$ cat config.mk
export PLATFORM = sky130hd
export DESIGN_NAME = mesi_isc_snoop_seq_flat
export DESIGN_NICKNAME = d
export VERILOG_FILES = /design/src/rtl/mesi_isc_snoop_seq_if.sv /design/src/rtl/mesi_isc_snoop_seq.sv /design/src/flat_wrapper.sv
export SDC_FILE = /design/constraint.sdc
export NUM_CORES = 1
export LEC_CHECK = 0
export BUFFER_PORTS_ARGS = -buffer_cell sky130_fd_sc_hd__buf_4
export CORE_UTILIZATION = 50
export CTS_CLUSTER_DIAMETER = 120
export DETAILED_ROUTE_END_ITERATION = 6
export PLACE_DENSITY = 0.8
export SLEW_MARGIN = 20
export SYNTH_ARGS = -nofsm -noshare
export SYNTH_HDL_FRONTEND = slang
export SYNTH_SLANG_ARGS = --single-unit
$ cat constraint.sdc
create_clock -name clk -period 4.9 [get_ports clk]
set_clock_uncertainty 0.1 [all_clocks]
set_input_delay 0.735 -clock clk [delete_from_list [all_inputs] [get_ports clk]]
set_output_delay 0.735 -clock clk [all_outputs]
set_load 0.01 [all_outputs]
$ cat src/rtl/mesi_isc_snoop_seq_if.sv
// mesi_isc_snoop_seq_if
// Groups the broadcast-FIFO pop port and the per-port coherence bus of the
// snoop sequencer.
//
// Handshakes:
//   FIFO pop  - the head is valid whenever broad_fifo_empty_i is 0 (show-ahead
//               FIFO). broad_fifo_rd_o is asserted in a cycle that consumes the
//               head. The head is removed on that rising edge.
//   Coherence - cbus_cmd_array_o carries a registered 3-bit command per port
//               (port p at [3p+2:3p]). A port accepts its command by raising
//               cbus_ack_array_i[p] for one cycle while the command is non-NOP.
//               Acks on ports that are showing NOP are ignored.
//
// Modports: slave = sequencer side, master = FIFO / cache-port side.
interface mesi_isc_snoop_seq_if #(
  parameter int ADDR_WIDTH     = 32,
  parameter int BROAD_ID_WIDTH = 5
);
  logic                      broad_fifo_empty_i;
  logic [1:0]                broad_type_i;
  logic [1:0]                broad_cpu_id_i;
  logic [BROAD_ID_WIDTH-1:0] broad_id_i;
  logic [ADDR_WIDTH-1:0]     broad_addr_i;
  logic [3:0]                cpu_present_i;
  logic [3:0]                cbus_ack_array_i;
  logic                      broad_fifo_rd_o;
  logic [11:0]               cbus_cmd_array_o;
  logic [ADDR_WIDTH-1:0]     cbus_addr_o;
  logic [BROAD_ID_WIDTH-1:0] active_id_o;
  logic                      busy_o;
  logic                      err_o;
  logic                      timeout_o;

  modport slave (
    input  broad_fifo_empty_i, broad_type_i, broad_cpu_id_i, broad_id_i,
           broad_addr_i, cpu_present_i, cbus_ack_array_i,
    output broad_fifo_rd_o, cbus_cmd_array_o, cbus_addr_o, active_id_o,
           busy_o, err_o, timeout_o
  );

  modport master (
    output broad_fifo_empty_i, broad_type_i, broad_cpu_id_i, broad_id_i,
           broad_addr_i, cpu_present_i, cbus_ack_array_i,
    input  broad_fifo_rd_o, cbus_cmd_array_o, cbus_addr_o, active_id_o,
           busy_o, err_o, timeout_o
  );
endinterface

$ cat src/rtl/mesi_isc_snoop_seq.sv
// mesi_isc_snoop_seq
// Serialises broadcast coherence requests: pops one request from the
// broadcast FIFO, snoops every other populated port, then enables the
// originating port. One transaction is in flight at a time; a watchdog aborts
// transactions that stall.
//
// Ports:
//   clk, rst   - clock and synchronous active-high reset
//   bus        - FIFO head / pop and per-port coherence command/ack (slave)
//   state_dbg  - current FSM state (0=IDLE, 1=SNOOP, 2=ENABLE)
module mesi_isc_snoop_seq #(
  parameter int ADDR_WIDTH     = 32,
  parameter int BROAD_ID_WIDTH = 5,
  parameter int TIMEOUT        = 255
) (
  input  logic                 clk,
  input  logic                 rst,
  mesi_isc_snoop_seq_if.slave  bus,
  output logic [1:0]           state_dbg
);

  localparam logic [1:0] TYPE_WR      = 2'd1;
  localparam logic [1:0] TYPE_RD      = 2'd2;
  localparam logic [2:0] CMD_WR_SNOOP = 3'd1;
  localparam logic [2:0] CMD_RD_SNOOP = 3'd2;
  localparam logic [2:0] CMD_EN_WR    = 3'd3;
  localparam logic [2:0] CMD_EN_RD    = 3'd4;
  // Abort when the cycle being counted is the TIMEOUT-th in SNOOP/ENABLE.
  localparam logic [7:0] WD_LIMIT     = 8'(TIMEOUT - 1);

  typedef enum logic [1:0] {IDLE = 2'd0, SNOOP = 2'd1, ENABLE = 2'd2} state_t;

  state_t                    state_q, state_n;
  logic [3:0]                pend_q, pend_n;
  logic [11:0]               cmd_q, cmd_n;
  logic [7:0]                wd_q, wd_n, wd_inc;
  logic                      err_q, err_n;
  logic                      tmo_q, tmo_n;
  logic                      is_wr_q;
  logic [1:0]                origin_q;
  logic [ADDR_WIDTH-1:0]     addr_q;
  logic [BROAD_ID_WIDTH-1:0] id_q;
  logic                      pop, head_valid, latch;
  logic [3:0]                head_pend;

  function automatic logic [11:0] snoop_cmds(input logic [3:0] pend, input logic wr);
    logic [11:0] c;
    c = '0;
    for (int p = 0; p < 4; p++)
      if (pend[p]) c[3*p +: 3] = wr ? CMD_WR_SNOOP : CMD_RD_SNOOP;
    return c;
  endfunction

  function automatic logic [11:0] enable_cmd(input logic [1:0] origin, input logic wr);
    logic [11:0] c;
    c = '0;
    c[3*int'(origin) +: 3] = wr ? CMD_EN_WR : CMD_EN_RD;
    return c;
  endfunction

  // Pops are blocked during reset so no entry is lost while rst is high.
  assign pop        = (state_q == IDLE) && !bus.broad_fifo_empty_i && !rst;
  assign head_valid = (bus.broad_type_i == TYPE_WR) || (bus.broad_type_i == TYPE_RD);
  assign head_pend  = bus.cpu_present_i & ~(4'b0001 << bus.broad_cpu_id_i);
  assign wd_inc     = (wd_q == 8'hFF) ? wd_q : wd_q + 8'd1;

  always_comb begin
    state_n = state_q;
    pend_n  = pend_q;
    cmd_n   = '0;
    wd_n    = wd_q;
    err_n   = 1'b0;
    tmo_n   = 1'b0;
    latch   = 1'b0;
    case (state_q)
      IDLE: begin
        if (pop) begin
          if (head_valid) begin
            latch   = 1'b1;
            state_n = SNOOP;
            pend_n  = head_pend;
            wd_n    = '0;
            cmd_n   = snoop_cmds(head_pend, bus.broad_type_i == TYPE_WR);
          end else begin
            err_n = 1'b1;
          end
        end
      end
      SNOOP: begin
        wd_n = wd_inc;
        if (wd_q >= WD_LIMIT) begin
          state_n = IDLE;
          pend_n  = '0;
          tmo_n   = 1'b1;
        end else begin
          // Acks on non-pending ports fall out of the mask naturally.
          pend_n = pend_q & ~bus.cbus_ack_array_i;
          if (pend_n == 4'd0) begin
            state_n = ENABLE;
            cmd_n   = enable_cmd(origin_q, is_wr_q);
          end else begin
            cmd_n = snoop_cmds(pend_n, is_wr_q);
          end
        end
      end
      ENABLE: begin
        wd_n = wd_inc;
        if (wd_q >= WD_LIMIT) begin
          state_n = IDLE;
          tmo_n   = 1'b1;
        end else if (bus.cbus_ack_array_i[origin_q]) begin
          state_n = IDLE;
        end else begin
          cmd_n = enable_cmd(origin_q, is_wr_q);
        end
      end
      default: begin
        state_n = IDLE;
        pend_n  = '0;
      end
    endcase
  end

  always_ff @(posedge clk) begin
    if (rst) begin
      state_q  <= IDLE;
      pend_q   <= '0;
      cmd_q    <= '0;
      wd_q     <= '0;
      err_q    <= 1'b0;
      tmo_q    <= 1'b0;
      is_wr_q  <= 1'b0;
      origin_q <= '0;
      addr_q   <= '0;
      id_q     <= '0;
    end else begin
      state_q <= state_n;
      pend_q  <= pend_n;
      cmd_q   <= cmd_n;
      wd_q    <= wd_n;
      err_q   <= err_n;
      tmo_q   <= tmo_n;
      if (latch) begin
        is_wr_q  <= (bus.broad_type_i == TYPE_WR);
        origin_q <= bus.broad_cpu_id_i;
        addr_q   <= bus.broad_addr_i;
        id_q     <= bus.broad_id_i;
      end
    end
  end

  assign bus.broad_fifo_rd_o  = pop;
  assign bus.cbus_cmd_array_o = cmd_q;
  assign bus.cbus_addr_o      = addr_q;
  assign bus.active_id_o      = id_q;
  assign bus.busy_o           = (state_q != IDLE);
  assign bus.err_o            = err_q;
  assign bus.timeout_o        = tmo_q;
  assign state_dbg            = state_q;

endmodule
$ cat src/flat_wrapper.sv
// flat-port wrapper written by rule: the top's interface ports become plain ports
module mesi_isc_snoop_seq_flat 
#(
  parameter int ADDR_WIDTH     = 32,
  parameter int BROAD_ID_WIDTH = 5,
  parameter int TIMEOUT        = 255
)
  (clk, rst, state_dbg, bus_broad_fifo_empty_i, bus_broad_type_i, bus_broad_cpu_id_i, bus_broad_id_i, bus_broad_addr_i, bus_cpu_present_i, bus_cbus_ack_array_i, bus_broad_fifo_rd_o, bus_cbus_cmd_array_o, bus_cbus_addr_o, bus_active_id_o, bus_busy_o, bus_err_o, bus_timeout_o);
  mesi_isc_snoop_seq_if #(.ADDR_WIDTH(ADDR_WIDTH), .BROAD_ID_WIDTH(BROAD_ID_WIDTH)) bus_i ();
  input  logic clk;
  input  logic rst;
  output logic [1:0] state_dbg;
  input wire logic [$bits(bus_i.broad_fifo_empty_i)-1:0] bus_broad_fifo_empty_i;
  input wire logic [$bits(bus_i.broad_type_i)-1:0] bus_broad_type_i;
  input wire logic [$bits(bus_i.broad_cpu_id_i)-1:0] bus_broad_cpu_id_i;
  input wire logic [$bits(bus_i.broad_id_i)-1:0] bus_broad_id_i;
  input wire logic [$bits(bus_i.broad_addr_i)-1:0] bus_broad_addr_i;
  input wire logic [$bits(bus_i.cpu_present_i)-1:0] bus_cpu_present_i;
  input wire logic [$bits(bus_i.cbus_ack_array_i)-1:0] bus_cbus_ack_array_i;
  output wire logic [$bits(bus_i.broad_fifo_rd_o)-1:0] bus_broad_fifo_rd_o;
  output wire logic [$bits(bus_i.cbus_cmd_array_o)-1:0] bus_cbus_cmd_array_o;
  output wire logic [$bits(bus_i.cbus_addr_o)-1:0] bus_cbus_addr_o;
  output wire logic [$bits(bus_i.active_id_o)-1:0] bus_active_id_o;
  output wire logic [$bits(bus_i.busy_o)-1:0] bus_busy_o;
  output wire logic [$bits(bus_i.err_o)-1:0] bus_err_o;
  output wire logic [$bits(bus_i.timeout_o)-1:0] bus_timeout_o;
  assign bus_i.broad_fifo_empty_i = bus_broad_fifo_empty_i;
  assign bus_i.broad_type_i = bus_broad_type_i;
  assign bus_i.broad_cpu_id_i = bus_broad_cpu_id_i;
  assign bus_i.broad_id_i = bus_broad_id_i;
  assign bus_i.broad_addr_i = bus_broad_addr_i;
  assign bus_i.cpu_present_i = bus_cpu_present_i;
  assign bus_i.cbus_ack_array_i = bus_cbus_ack_array_i;
  assign bus_broad_fifo_rd_o = bus_i.broad_fifo_rd_o;
  assign bus_cbus_cmd_array_o = bus_i.cbus_cmd_array_o;
  assign bus_cbus_addr_o = bus_i.cbus_addr_o;
  assign bus_active_id_o = bus_i.active_id_o;
  assign bus_busy_o = bus_i.busy_o;
  assign bus_err_o = bus_i.err_o;
  assign bus_timeout_o = bus_i.timeout_o;
  mesi_isc_snoop_seq #(.ADDR_WIDTH(ADDR_WIDTH), .BROAD_ID_WIDTH(BROAD_ID_WIDTH), .TIMEOUT(TIMEOUT)) u_core (.clk(clk), .rst(rst), .bus(bus_i), .state_dbg(state_dbg));
endmodule
==> metrics.yaml <==
synth:
  syn_avg_cell_area_um2: 8.367
  synth_fa_ha_area_share_pct: 5.553
  muxShareOfSynthArea_pct: 1.349
  syn_nets: 443
  synthFlopType: "dfxtp_1"
  synth_commonest_cells: "nand2_1, dfxtp_1, a21oi_1"
  yosys.area_share.simple_pct: 24.87
  synth_enable_flop_cells: 0
  syn_inst: 377
  synth_top_area_share_pct: 43.16
  synthTopCellsByArea: "dfxtp_1, nand2_1, a21oi_1"
  synth_cell_types: 58
  yosys.area_share.xor_xnor_pct: 0
  yosysSeqAreaShare_pct: 43.16
  synth_compound_area_share_pct: 19.44
  yosysMostFrequentCell: "nand2_1"
  synth.cell_area_mm2: 0.003154
  synth_top_family_by_area: "simple AND/OR/NAND/NOR gates"
  ys_ff_latch: 68
  synthArstFlopShare_pct: 0
  yosys.area.top_type: "dfxtp_1"
  yosysWarnings: 0
clock_tree:
  cts_tree: "yes"
  post_cts_resized: 0
  post_cts.repair.setup_buffers: 0
  cts_hold_buffers: 0
  cts_buffers: 9
  path_clk_slew_ns: 0.07
  clock_tree.buffer_depth: 2
  root_buffer: "clkbuf_8"
  htree_levels: 3
  clock_latency_ns: 0.35
  cts.sinks: 68
run_status:
  status: "finished clean"
timing:
  setup_viol: 0
  timing.setup.tns_ns: 0
  max_slew.worst_pin.slew_ns: 0.8360
  drv_slew: 0
  timing.final.crit_share_pct: 57.05
  hold_viol: 0
  maxClockFrequency_mhz: 357.7
  max_slew_margin_pct: 44.01
  fin_crit_ns: 2.796
  rsz0062_at_grt: "no"
pwr:
  finalPower_w: 0.001591
  p_clk_share_pct: 32.5
  seq_power_share_pct: 38.9
  p_per_area_mw_per_mm2: 382.6
  p_int_w: 0.001079
  p_leak_nw: 1.745
  peakVddDrop_mv: 0.2855
  combPwrFrac_pct: 28.6
  netSwitchingFraction_pct: 32.20
  p_switching_w: 0.0005123
global_route:
  grt_start_max_net_pins: 59
  grt_pass1_vias: 2770
  antenna_found_initial: 0
  grt_overflow: 0
  grt_pass1_wl_um: 12530
  grt_usage_pct: 25.24
worst_setup_path:
  critPathLaunchType: "flop"
  cpMaxStageDelayCell: "nand2b_1"
  crit_family: "simple AND/OR/NAND/NOR gates"
  max_stage_delay_ns: 0.44
  cp.arrival_ns: 2.97
  path_class: "reg2reg"
  path_buf_inv: 2
  crit_path_max_fanout: 24
  crit_path_end_kind: "flop"
  path_cells: "inv_1 -> ha_1 -> nor3b_2 -> nand2b_1 -> buf_4 -> or3_1 -> a31oi_1"
  required_ns: 5.07
place:
  dp_hpwl_um: 5741
  port-buffer-count: 106
  routabilityCongestion: 0.9019
floorplan:
  die_x_um: 81.43
  die_y_um: 81.43
  pin_count: 107
  row_count: 28
  core-area_mm2: 0.005991
  initial_core_util_pct: 52.65
  die_area_mm2: 0.006630
finish:
  antennaDiodeCount: 0
  area_growth_pct: 31.85
  nNetsFinal: 539
  drive_gt1_share_pct: 30.75
drt:
  final_antenna_net_count: 0
  drt-initial-drc-count: 186
  firstDrtPassIters: 4
  wirelength_um: 8079
  wl_met1_um: 3367
  drc: 0
  wl_met2_um: 4073
  routed.top_layer: "met4"
  vias_per_cell: 5.311
  detail_route.wl_per_cell_um: 14.61
  wl_met3_um: 484
  num_vias: 2937
job:
  drv_cap: 0
hold_path:
  hold_class: "reg2reg"
-- worst register-to-register path, delay by kind of cell (launching register included) --
family                     cells  cell delay (ns)
and+or+nand+nor                3             1.19
buffers and inverters          2             0.50
AOI/OAI and AO/OA              1             0.18
DFF                            1             0.35
adders and majority gates      1             0.41
-- state kept, by name, indices dropped and copies added, names as in the netlist --
register / cells
u_core.is_wr_q: 1
u_core.state_dbg: 2
u_core.bus.err_o: 1
u_core.bus.cbus_addr_o: 32
u_core.pend_q: 4
u_core.bus.active_id_o: 5
u_core.bus.cbus_cmd_array_o: 12
u_core.origin_q: 2
u_core.wd_q: 8
u_core.bus.timeout_o: 1
-- power groups by stage --
stage | Sequential (W) | Clock, W | Combinational [W]
finish | 0.000620 | 0.000517 | 0.000455
global route | 0.000624 | 0.000546 | 0.000500
CTS | 0.000620 | 0.000521 | 0.000452
detailed placement | 0.000632 | 0 | 0.000447
global placement | 0.000631 | 0 | 0.000438
floorplan | 0.000641 | 0 | 0.000282
-- layout make-up --
| class | count | area [um^2] |
|---|---|---|
| Multi-Input combinational cell | 273 | 1618 |
| Sequential cell | 68 | 1361 |
| Tap cell | 75 | 93.84 |
| Inverter | 13 | 48.80 |
| Fill cell | 486 | 1832 |
| Timing Repair Buffer | 108 | 810.8 |
| Clock buffer | 11 | 141.4 |
| Clock inverter | 5 | 85.08 |
-- placed cells by master (no fill, tap or decap), types with 4 or more instances in the layout --
cell	instances
buf_4	108
a21oi_1	50
or3_1	4
dfxtp_1	68
o21ai_0	6
a31oi_1	6
inv_1	13
nand2_1	94
nor2_1	20
ha_1	14
a311oi_1	4
clkbuf_8	10
nand3_1	9
-- metrics by stage --
stage	util, %	worst slack (ns)	hold WS, ns	instance area [um^2]	cells
global placement	65.64	2.031	0.3422	3933	537
finish	69.42	2.104	0.3555	4159	553
global route	69.42	1.843	0.3806	4159	553
detailed placement	65.64	1.976	0.3471	3933	537
floorplan	-	2.585	0.3453	3154	377
CTS	69.42	2.138	0.3570	4159	553
-- path summary, 6_finish.rpt --
path	cells past startpoint	startpoint	endpoint	slack [ns]
setup / recovery	7	u_core.state_dbg[0]	u_core.bus.cbus_cmd_array_o[7]	2.10
hold / removal	2	u_core.bus.cbus_addr_o[6]	u_core.bus.cbus_addr_o[6]	0.36
setup reg to reg	7	u_core.state_dbg[0]	u_core.bus.cbus_cmd_array_o[7]	2.10
hold reg to reg	2	u_core.bus.cbus_addr_o[6]	u_core.bus.cbus_addr_o[6]	0.36
-- metal layers --
metal  vias up  GRT usage [%]
met4         0          12.86
li1       1482              -
met2        87          43.50
met5         -              0
met3        11          5.222
met1      1357          29.44
-- cell families after synthesis --
| kind of cell | Yosys count |
|---|---|
| adder cells (fa/ha/maj) | 14 |
| multiplexers | 3 |
| buffers and inverters | 36 |
| AO/OA/AOI/OAI | 95 |
| AND/OR/NAND/NOR | 161 |
| flip-flops | 68 |
Power figures use the tool's default switching activity.
